==> src/rtl/wb_pkg.sv <==
// Shared defaults and entry type for the write-back staging queue.
// Holds no logic; widths here are the queue's defaults.
package wb_pkg;
   localparam int WB_DEPTH = 4;
   localparam int WB_DW    = 32;
   localparam int WB_AW    = 5;

   typedef struct packed {
      logic [WB_AW-1:0] addr;
      logic [WB_DW-1:0] data;
   } wb_entry_t;

   localparam logic [WB_AW-1:0] REG_ZERO = '0;
endpackage

==> src/rtl/wb_fwd_match.sv <==
// Forwarding lookup for one read port: youngest buffered entry matching raddr wins.
// Purely combinational, same-cycle result; no flow control.
module wb_fwd_match
   import wb_pkg::*;
#(
   parameter int DEPTH = WB_DEPTH,
   parameter int DW    = WB_DW,
   parameter int AW    = WB_AW,
   localparam int PW   = $clog2(DEPTH)
) (
   input  logic [DEPTH-1:0][AW-1:0] addr_i,
   input  logic [DEPTH-1:0][DW-1:0] data_i,
   input  logic [DEPTH-1:0]         valid_i,
   input  logic [PW-1:0]            tail_i,
   input  logic [AW-1:0]            raddr_i,
   output logic                     hit_o,
   output logic [DW-1:0]            data_o
);

   logic          found;
   logic [PW-1:0] idx;

   // k=0 is the slot just behind the tail, i.e. the youngest entry
   always_comb begin
      found  = 1'b0;
      idx    = '0;
      data_o = '0;
      for (int k = 0; k < DEPTH; k++) begin
         idx = tail_i - PW'(k + 1);
         if (!found && valid_i[idx] && (raddr_i != AW'(REG_ZERO)) && (addr_i[idx] == raddr_i)) begin
            found  = 1'b1;
            data_o = data_i[idx];
         end
      end
      hit_o = found;
   end

endmodule

==> src/rtl/wb_write_queue.sv <==
// In-order write-back queue feeding the register-file write port, with decode forwarding.
// Enqueue-to-write latency 1 cycle; in_ready drops when full (no pass-through), drains on wr_grant.
module wb_write_queue
   import wb_pkg::*;
#(
   parameter int DEPTH = WB_DEPTH,
   parameter int DW    = WB_DW,
   parameter int AW    = WB_AW,
   localparam int PW   = $clog2(DEPTH),
   localparam int CW   = PW + 1
) (
   input  logic          clk,
   input  logic          rst,
   input  logic          in_valid,
   output logic          in_ready,
   input  logic [AW-1:0] in_addr,
   input  logic [DW-1:0] in_data,
   input  logic          wr_grant,
   output logic          wr,
   output logic [AW-1:0] waddr,
   output logic [DW-1:0] din,
   input  logic [AW-1:0] raddr1,
   input  logic [AW-1:0] raddr2,
   output logic          fwd_hit1,
   output logic          fwd_hit2,
   output logic [DW-1:0] fwd_data1,
   output logic [DW-1:0] fwd_data2,
   output logic [CW-1:0] count,
   output logic          empty
);

   logic [PW-1:0]            head_q, head_d;
   logic [PW-1:0]            tail_q, tail_d;
   logic [CW-1:0]            count_q, count_d;
   logic [DEPTH-1:0][AW-1:0] addr_q;
   logic [DEPTH-1:0][DW-1:0] data_q;
   logic [DEPTH-1:0]         valid;
   logic                     enq;
   logic                     store;

   assign in_ready = !rst && (count_q < CW'(DEPTH));
   assign enq      = in_valid && in_ready;
   // writes to r0 complete the handshake but are never buffered
   assign store    = enq && (in_addr != AW'(REG_ZERO));
   assign empty    = (count_q == '0);
   assign wr       = !rst && !empty && wr_grant;
   assign waddr    = empty ? '0 : addr_q[head_q];
   assign din      = empty ? '0 : data_q[head_q];
   assign count    = count_q;

   always_comb begin
      head_d  = head_q;
      tail_d  = tail_q;
      count_d = count_q + CW'(store) - CW'(wr);
      if (store) tail_d = tail_q + PW'(1);
      if (wr)    head_d = head_q + PW'(1);
   end

   // slot i is live when its distance from the head is below the occupancy
   always_comb begin
      valid = '0;
      for (int i = 0; i < DEPTH; i++) begin
         valid[i] = ({1'b0, PW'(PW'(i) - head_q)} < count_q);
      end
   end

   always_ff @(posedge clk) begin
      if (rst) begin
         head_q  <= '0;
         tail_q  <= '0;
         count_q <= '0;
      end else begin
         head_q  <= head_d;
         tail_q  <= tail_d;
         count_q <= count_d;
      end
   end

   always_ff @(posedge clk) begin
      if (store) begin
         addr_q[tail_q] <= in_addr;
         data_q[tail_q] <= in_data;
      end
   end

   wb_fwd_match #(.DEPTH(DEPTH), .DW(DW), .AW(AW)) u_fwd1 (
      .addr_i  (addr_q),
      .data_i  (data_q),
      .valid_i (valid),
      .tail_i  (tail_q),
      .raddr_i (raddr1),
      .hit_o   (fwd_hit1),
      .data_o  (fwd_data1)
   );

   wb_fwd_match #(.DEPTH(DEPTH), .DW(DW), .AW(AW)) u_fwd2 (
      .addr_i  (addr_q),
      .data_i  (data_q),
      .valid_i (valid),
      .tail_i  (tail_q),
      .raddr_i (raddr2),
      .hit_o   (fwd_hit2),
      .data_o  (fwd_data2)
   );

endmodule

==> config.mk <==
export PLATFORM = sky130hd
export DESIGN_NAME = wb_write_queue
export DESIGN_NICKNAME = d
export VERILOG_FILES = /design/src/rtl/wb_pkg.sv /design/src/rtl/wb_fwd_match.sv /design/src/rtl/wb_write_queue.sv
export SDC_FILE = /design/constraint.sdc
export NUM_CORES = 1
export LEC_CHECK = 0
export CORE_ASPECT_RATIO = 1.4
export CORE_MARGIN = 2
export CORE_UTILIZATION = 52
export DETAILED_ROUTE_END_ITERATION = 10
export GPL_TIMING_DRIVEN = 0
export PLACE_DENSITY_LB_ADDON = 0.1
export SYNTH_ARGS = -nofsm -noshare
export SYNTH_HDL_FRONTEND = slang
export SYNTH_SLANG_ARGS = --single-unit
==> constraint.sdc <==
create_clock -name clk -period 4 [get_ports clk]
set_input_delay 0.4 -clock clk [delete_from_list [all_inputs] [get_ports clk]]
set_output_delay 0.4 -clock clk [all_outputs]
set_load 0.01 [all_outputs]
# Word-level counts from Yosys, hierarchy flattened
# Cells that the tools add are included.
# classes
n_addsub	11
magnitude_cmp	11
n_eq_ne	8
muxes	52
reduce_logical	40
# ops
operator	count
two-way mux 32 bit	15
binary-select mux 32 bit (select 2 bit)	5
bitwise mux 128 bit	1
demux 32 bit (select 2 bit)	1
binary-select mux 5 bit (select 2 bit)	5
== test 5 bit	8
two-way mux 5 bit	7
logical AND 1 bit	28
bitwise mux 20 bit	1
< comparator 2 x 3 -> 1 bit, second input constant	5
nonzero test 5 bit	3
< comparator 2 x 3 -> 1 bit	4
two-way mux 1 bit	12
demux 5 bit (select 2 bit)	1
binary-select mux 1 bit (select 2 bit)	4
zero test 1 bit	8
adder 2 x 1 -> 2 bit, second input constant	2
subtractor 1 x 2 -> 2 bit, first input constant	2
subtractor 2 bit, first input constant	2
subtractor 2 bit, second input constant	2
adder 3 x 1 -> 3 bit	1
zero test 3 bit	1
< comparator 3 bit, second input constant	1
subtractor 3 x 1 -> 3 bit	1
other kinds (2)	2
# totals
out_inout_bits	109
regBits	155
word_cells	133
input_bits	51

# Longest topological paths before layout
# depth
word_depth	22
ltp_mapped	16
depth_no_buf	12

# By module
# From an unflattened synthesis, not the netlist that was laid out.
# hier_totals
cells_unflattened	1620
area_unflattened_um2	16128.0
# modules_own_cells
mod	cells_per_inst	seq_area_each_um2	instances	area_per_inst_um2
wb_fwd_match	658	0.0	2	4923.5
wb_write_queue	304	4584.4	1	6281.0

# Worst setup path before layout
# No wires, ideal clock.
# synth_path
path_type	register to output
startpoint	register head_q[1]
endpoint	output fwd_data1[10]
path_stages_with_launch	14
setup_slack_ns	0.036
required_ns	3.600
t_arrival_ns	3.564
n_path_buf	4
cell_sequence	dfxtp_1 -> buf_1 -> buf_1 -> xnor2_1 -> inv_1 -> ha_1 -> a211oi_1 -> o32ai_2 -> nor4_2 -> nor3_1 -> nor2b_1 -> buf_2 -> buf_4 -> o2bb2ai_1
# synth_via
elab_chain_len	22
word_cells_on_any_way	37
cone_classes	add/sub (4); order compare (4); mux (15); reduce/logical (14)
# synth_lines
item	line_no	rtl
start, declared	wb_write_queue.sv:32	logic [PW-1:0] head_q, head_d;
start signal, assigned	wb_write_queue.sv:69	head_q <= '0;
start signal, assigned	wb_write_queue.sv:73	head_q <= head_d;
subtractor 1 x 2 -> 2 bit / subtractor 2 bit (equally long branches)	wb_write_queue.sv:63	valid[i] = ({1'b0, PW'(PW'(i) - head_q)} < count_q);
< comparator 2 x 3 -> 1 bit	wb_write_queue.sv:63	
binary-select mux 1 bit (select 2 bit)	wb_fwd_match.sv:30	if (!found && valid_i[idx] && (raddr_i != AW'(REG_ZERO)) && (addr_i[idx] == raddr_i)) begin
two-way mux 1 bit (not written as such)	wb_fwd_match.sv:30	
logical AND 1 bit (2 in a row)	wb_fwd_match.sv:30	
two-way mux 1 bit	wb_fwd_match.sv:30	
zero test 1 bit	wb_fwd_match.sv:30	
logical AND 1 bit (3 in a row)	wb_fwd_match.sv:30	
two-way mux 1 bit	wb_fwd_match.sv:30	
zero test 1 bit	wb_fwd_match.sv:30	
logical AND 1 bit (3 in a row)	wb_fwd_match.sv:30	
two-way mux 1 bit	wb_fwd_match.sv:30	
zero test 1 bit	wb_fwd_match.sv:30	
logical AND 1 bit (3 in a row)	wb_fwd_match.sv:30	
two-way mux 32 bit (*)	wb_fwd_match.sv:30	
end, declared	wb_write_queue.sv:26	output logic [DW-1:0] fwd_data1,
# Every way passes the cells marked *; elsewhere a longest branch is shown, timed or not. The select of a mux whose other input is x is not followed.

# Final worst setup path
# layout_path
startpoint	register tail_q[1]
endpoint	output fwd_data1[22]
# layout_via
elab_chain_len	21
word_cells_on_any_way	52
cone_classes	add/sub (3); eq/ne (4); mux (31); reduce/logical (14)
# layout_lines
item	line_no	rtl
start, declared	wb_write_queue.sv:33	logic [PW-1:0] tail_q, tail_d;
start signal, assigned	wb_write_queue.sv:74	tail_q <= tail_d;
subtractor 2 x 1 -> 2 bit	wb_fwd_match.sv:29	idx = tail_i - PW'(k + 1);
binary-select mux 5 bit (select 2 bit) / binary-select mux 1 bit (select 2 bit) (equally long branches)	wb_fwd_match.sv:30	
two-way mux 5 bit (not written as such) / two-way mux 1 bit (equally long branches)	wb_fwd_match.sv:30	
== test 5 bit / logical AND 1 bit (equally long branches)	wb_fwd_match.sv:30	
logical AND 1 bit	wb_fwd_match.sv:30	
two-way mux 1 bit	wb_fwd_match.sv:30	
zero test 1 bit	wb_fwd_match.sv:30	
logical AND 1 bit (3 in a row)	wb_fwd_match.sv:30	
two-way mux 1 bit	wb_fwd_match.sv:30	
zero test 1 bit	wb_fwd_match.sv:30	
logical AND 1 bit (3 in a row)	wb_fwd_match.sv:30	
two-way mux 1 bit	wb_fwd_match.sv:30	
zero test 1 bit	wb_fwd_match.sv:30	
logical AND 1 bit (3 in a row)	wb_fwd_match.sv:30	
two-way mux 32 bit (*)	wb_fwd_match.sv:30	
# Marks and branches as above.

==> results.yml <==
global_routing:
  antenna_found_initial: 1
  grt_max_degree: 28
  grtUsageTotal_pct: 32.4
  grt_pass1_wl_um: 61300
  gr-total-overflow: 0
  grt_pass1_vias: 10400
logic_synthesis:
  synth_top_family_by_area: "multiplexers"
  synthCells: 872
  synth_nets: 934
  yosys.area_share.simple_pct: 5.83
  synth_compound_area_share_pct: 12.5
  yosys.cell_types.count: 57
  synthMuxAreaShare_pct: 35.8
  yosys.area_share.adder_pct: 1.17
  synth_top_cell_by_area: "edfxtp_1"
  syn_area_um2: 12400
  yosys-top-cells-count: "mux4_2, edfxtp_1, clkbuf_1"
  synth_warnings: 0
  synth_top_cell_area_share_pct: 35.8
  synthTopCellsByArea: "edfxtp_1, mux4_2, mux2i_1"
  synth-edff-count: 148
  synth_xor_area_share_pct: 3.17
  synth-seq-cells: 155
  async_flop_share_pct: 0
  seq_area_frac_synth_pct: 36.9
  synth_ff_type: "edfxtp_1"
  synth_area_per_cell_um2: 14.2
  yosysMostFrequentCell: "mux4_2"
cts:
  clock_latency_ns: 0.44
  path_clk_slew_ns: 0.07
  cts_made_buffers: 17
  cts_sinks: 155
  clockBufferDepth: 2
  hold_buffers: 0
  cts_tree: "yes"
  htreeDepth: 4
  root_buffer: "clkbuf_16"
min_path:
  hold_depth: 2
  worst_hold_path_type: "input pin to flip-flop"
power:
  leakage_uw: 0.00515
  ir_drop_v: 0.000447
  power_density_nw_per_um2: 450
  power_uw: 7200
timing:
  setup_ws_ns: 0.0373
  fin_crit_sh_pct: 99.1
  fin_worst_skew_ns: 0.0107
  worst_pin_slew_ns: 1.18
  slew_headroom_pct: 20.0
  finalSetupViolations: 0
  rsz0062_at_grt: "true"
  maxSlewViolCount: 0
  fmax_mhz: 252
  hold_viol: 0
  period_needed_ns: 3.96
worst_setup_path:
  start_kind: "flip-flop"
  worstPathRequired_ns: 3.60
  cp_data_arrival_time_ns: 3.56
  slowest_delay_ns: 0.39
  critical-path-top-delay-family: "buffers and inverters"
  cp-end-kind: "output port"
  worstSetupPathDepth: 14
  crit_chain: "inv_8 -> ha_4 -> buf_8 -> buf_12 -> mux4_2 -> xnor2_2 -> nand4_1 -> nor3_2 -> nor2b_4 -> buf_4 -> buf_4 -> a221oi_1 -> o2bb2ai_1 -> buf_2"
  cp_max_fo: 6
  crit_path_frequent_cell: "buf_4"
  rr_worst_depth: 12
  timing_worst_setup_path_type: "flip-flop to output port"
  critPathBufInv: 6
  cpMaxStageDelayCell: "dfxtp_4"
detailed_routing:
  wl_per_cell_um: 28.6
  ant_nets: 0
  drt-vias-per-instance: 7.33
  num_vias: 10300
  drc_errors: 0
  wirelength_um: 40300
  first_iter_violations: 1126
  dr.pass1.iters: 6
cells_and_area:
  drive_above_1_share_pct: 45.5
  fill_cells: 1647
  fin_nets: 1153
  area_delta_synth_final_pct: 28.7
  finalNonFillerCells: 1410
  antenna_cells: 0
die:
  die_x_um: 135
  dieArea_um2: 25200
  die_h_um: 187
  fp.coreArea_um2: 23400
  num_rows: 66
  start_util_pct: 53.2
  io_pins: 160
job:
  cap_violations: 0
placed_design:
  io_buffers: 148
  hpwl_um: 26400
  pre_cts_ws_ns: -1.76
  place_inst: 1330
  globalplace.congestion: 0.889
status:
  status: "finished, final reports clean"
## logic make-up (layout without fill, tap and decap cells)
| logic type | count (synthesis) | after routing |
|---|---|---|
| buf+inv | 113 | 345 |
| mux | 220 | 220 |
| fa+ha+maj | 11 | 11 |
| xor+xnor | 45 | 45 |
| flops | 155 | 155 |
| simple gates | 133 | 133 |
| compound gates | 195 | 195 |
## timing repair
action                                  CTS  global route
setup buffers                            45            12
pin swaps                                52            28
cloned                                    5             0
endpoints found under the setup margin   73            66
resized for setup                       400            77
## final timing paths
path / end / start / slack [ns]
max: fwd_data1[22] / tail_q[1] / 0.04
min: tail_q[1] / rst / 0.32
max reg2reg: count[2] / count[0] / 1.08
min reg2reg: count[2] / count[2] / 0.64
## stage by stage
stage	setup TNS, ns	hold WS (ns)	utilization [%]	cell area [µm²]
2_1_floorplan	0	0.499	-	12400
3_3_place_gp	-109.56	0.637	61.1	14300
3_5_place_dp	-105.38	0.621	61.5	14400
4_1_cts	-5.55	0.318	67.5	15800
5_1_grt	-0.706	0.346	68.4	16000
6_report	0	0.318	68.4	16000
## cells in the final DEF, fill, tap and decap left out, types with 10 or more instances in the layout
cell             instances
buf_2                   72
nor2_1                  44
buf_4                   53
xor2_1                  12
and2_1                  37
a21oi_1                 12
buf_6                   16
clkdlybuf4s50_1         83
a221oi_1                31
a22oi_1                 24
clkbuf_16               17
o32ai_1                 26
xnor2_1                 29
o2bb2ai_1               30
clkbuf_2                22
buf_12                  13
mux4_2                 170
a21oi_2                 22
inv_1                   10
mux2i_1                 28
clkbuf_1                22
edfxtp_1               148
## layout make-up
cell class                 instances  area (µm²)  area share, %
multi-input combinational        604        7840           49.0
sequential                       155        4600           28.8
timing repair buffer             213        1850           11.6
buffer                            88         614           3.84
clock buffer                      19         433           2.71
tap                              306         383           2.39
clock inverter                    13         220           1.38
inverter                          12        55.1          0.344
## per-layer routing
metal	track usage (%)	vias up	part of all wire [%]
li1	-	4173	-
met1	41.5	5242	36
met2	53.6	772	51
met3	6.42	143	9.3
met4	13.8	2	4.1
met5	0	-	0.017
## report_power, final
part / switching (µW) / leakage (µW) / internal, µW
registers: 81.4 / 0.00140 / 1860
logic: 1700 / 0.00343 / 1730
clock network: 663 / 0.000320 / 1160
## sequential cells by signal (all words and copies together), names as in the netlist
| name | count |
|---|---|
| tail_q | 2 |
| data_q | 128 |
| head_q | 2 |
| addr_q | 20 |
| count | 3 |
## worst register-to-register path: stages (launching register included)
cell	delay [ns]
dfxtp_1	0.51
or3_1	0.29
clkbuf_1	0.48
nand2_1	0.16
nor2_1	0.17
ha_1	0.25
inv_1	0.05
ha_1	0.12
inv_1	0.05
fa_1	0.37
xor2_1	0.18
xnor2_1	0.13
nor2_1	0.05
Note: power is estimated with default switching activity, not from simulation.
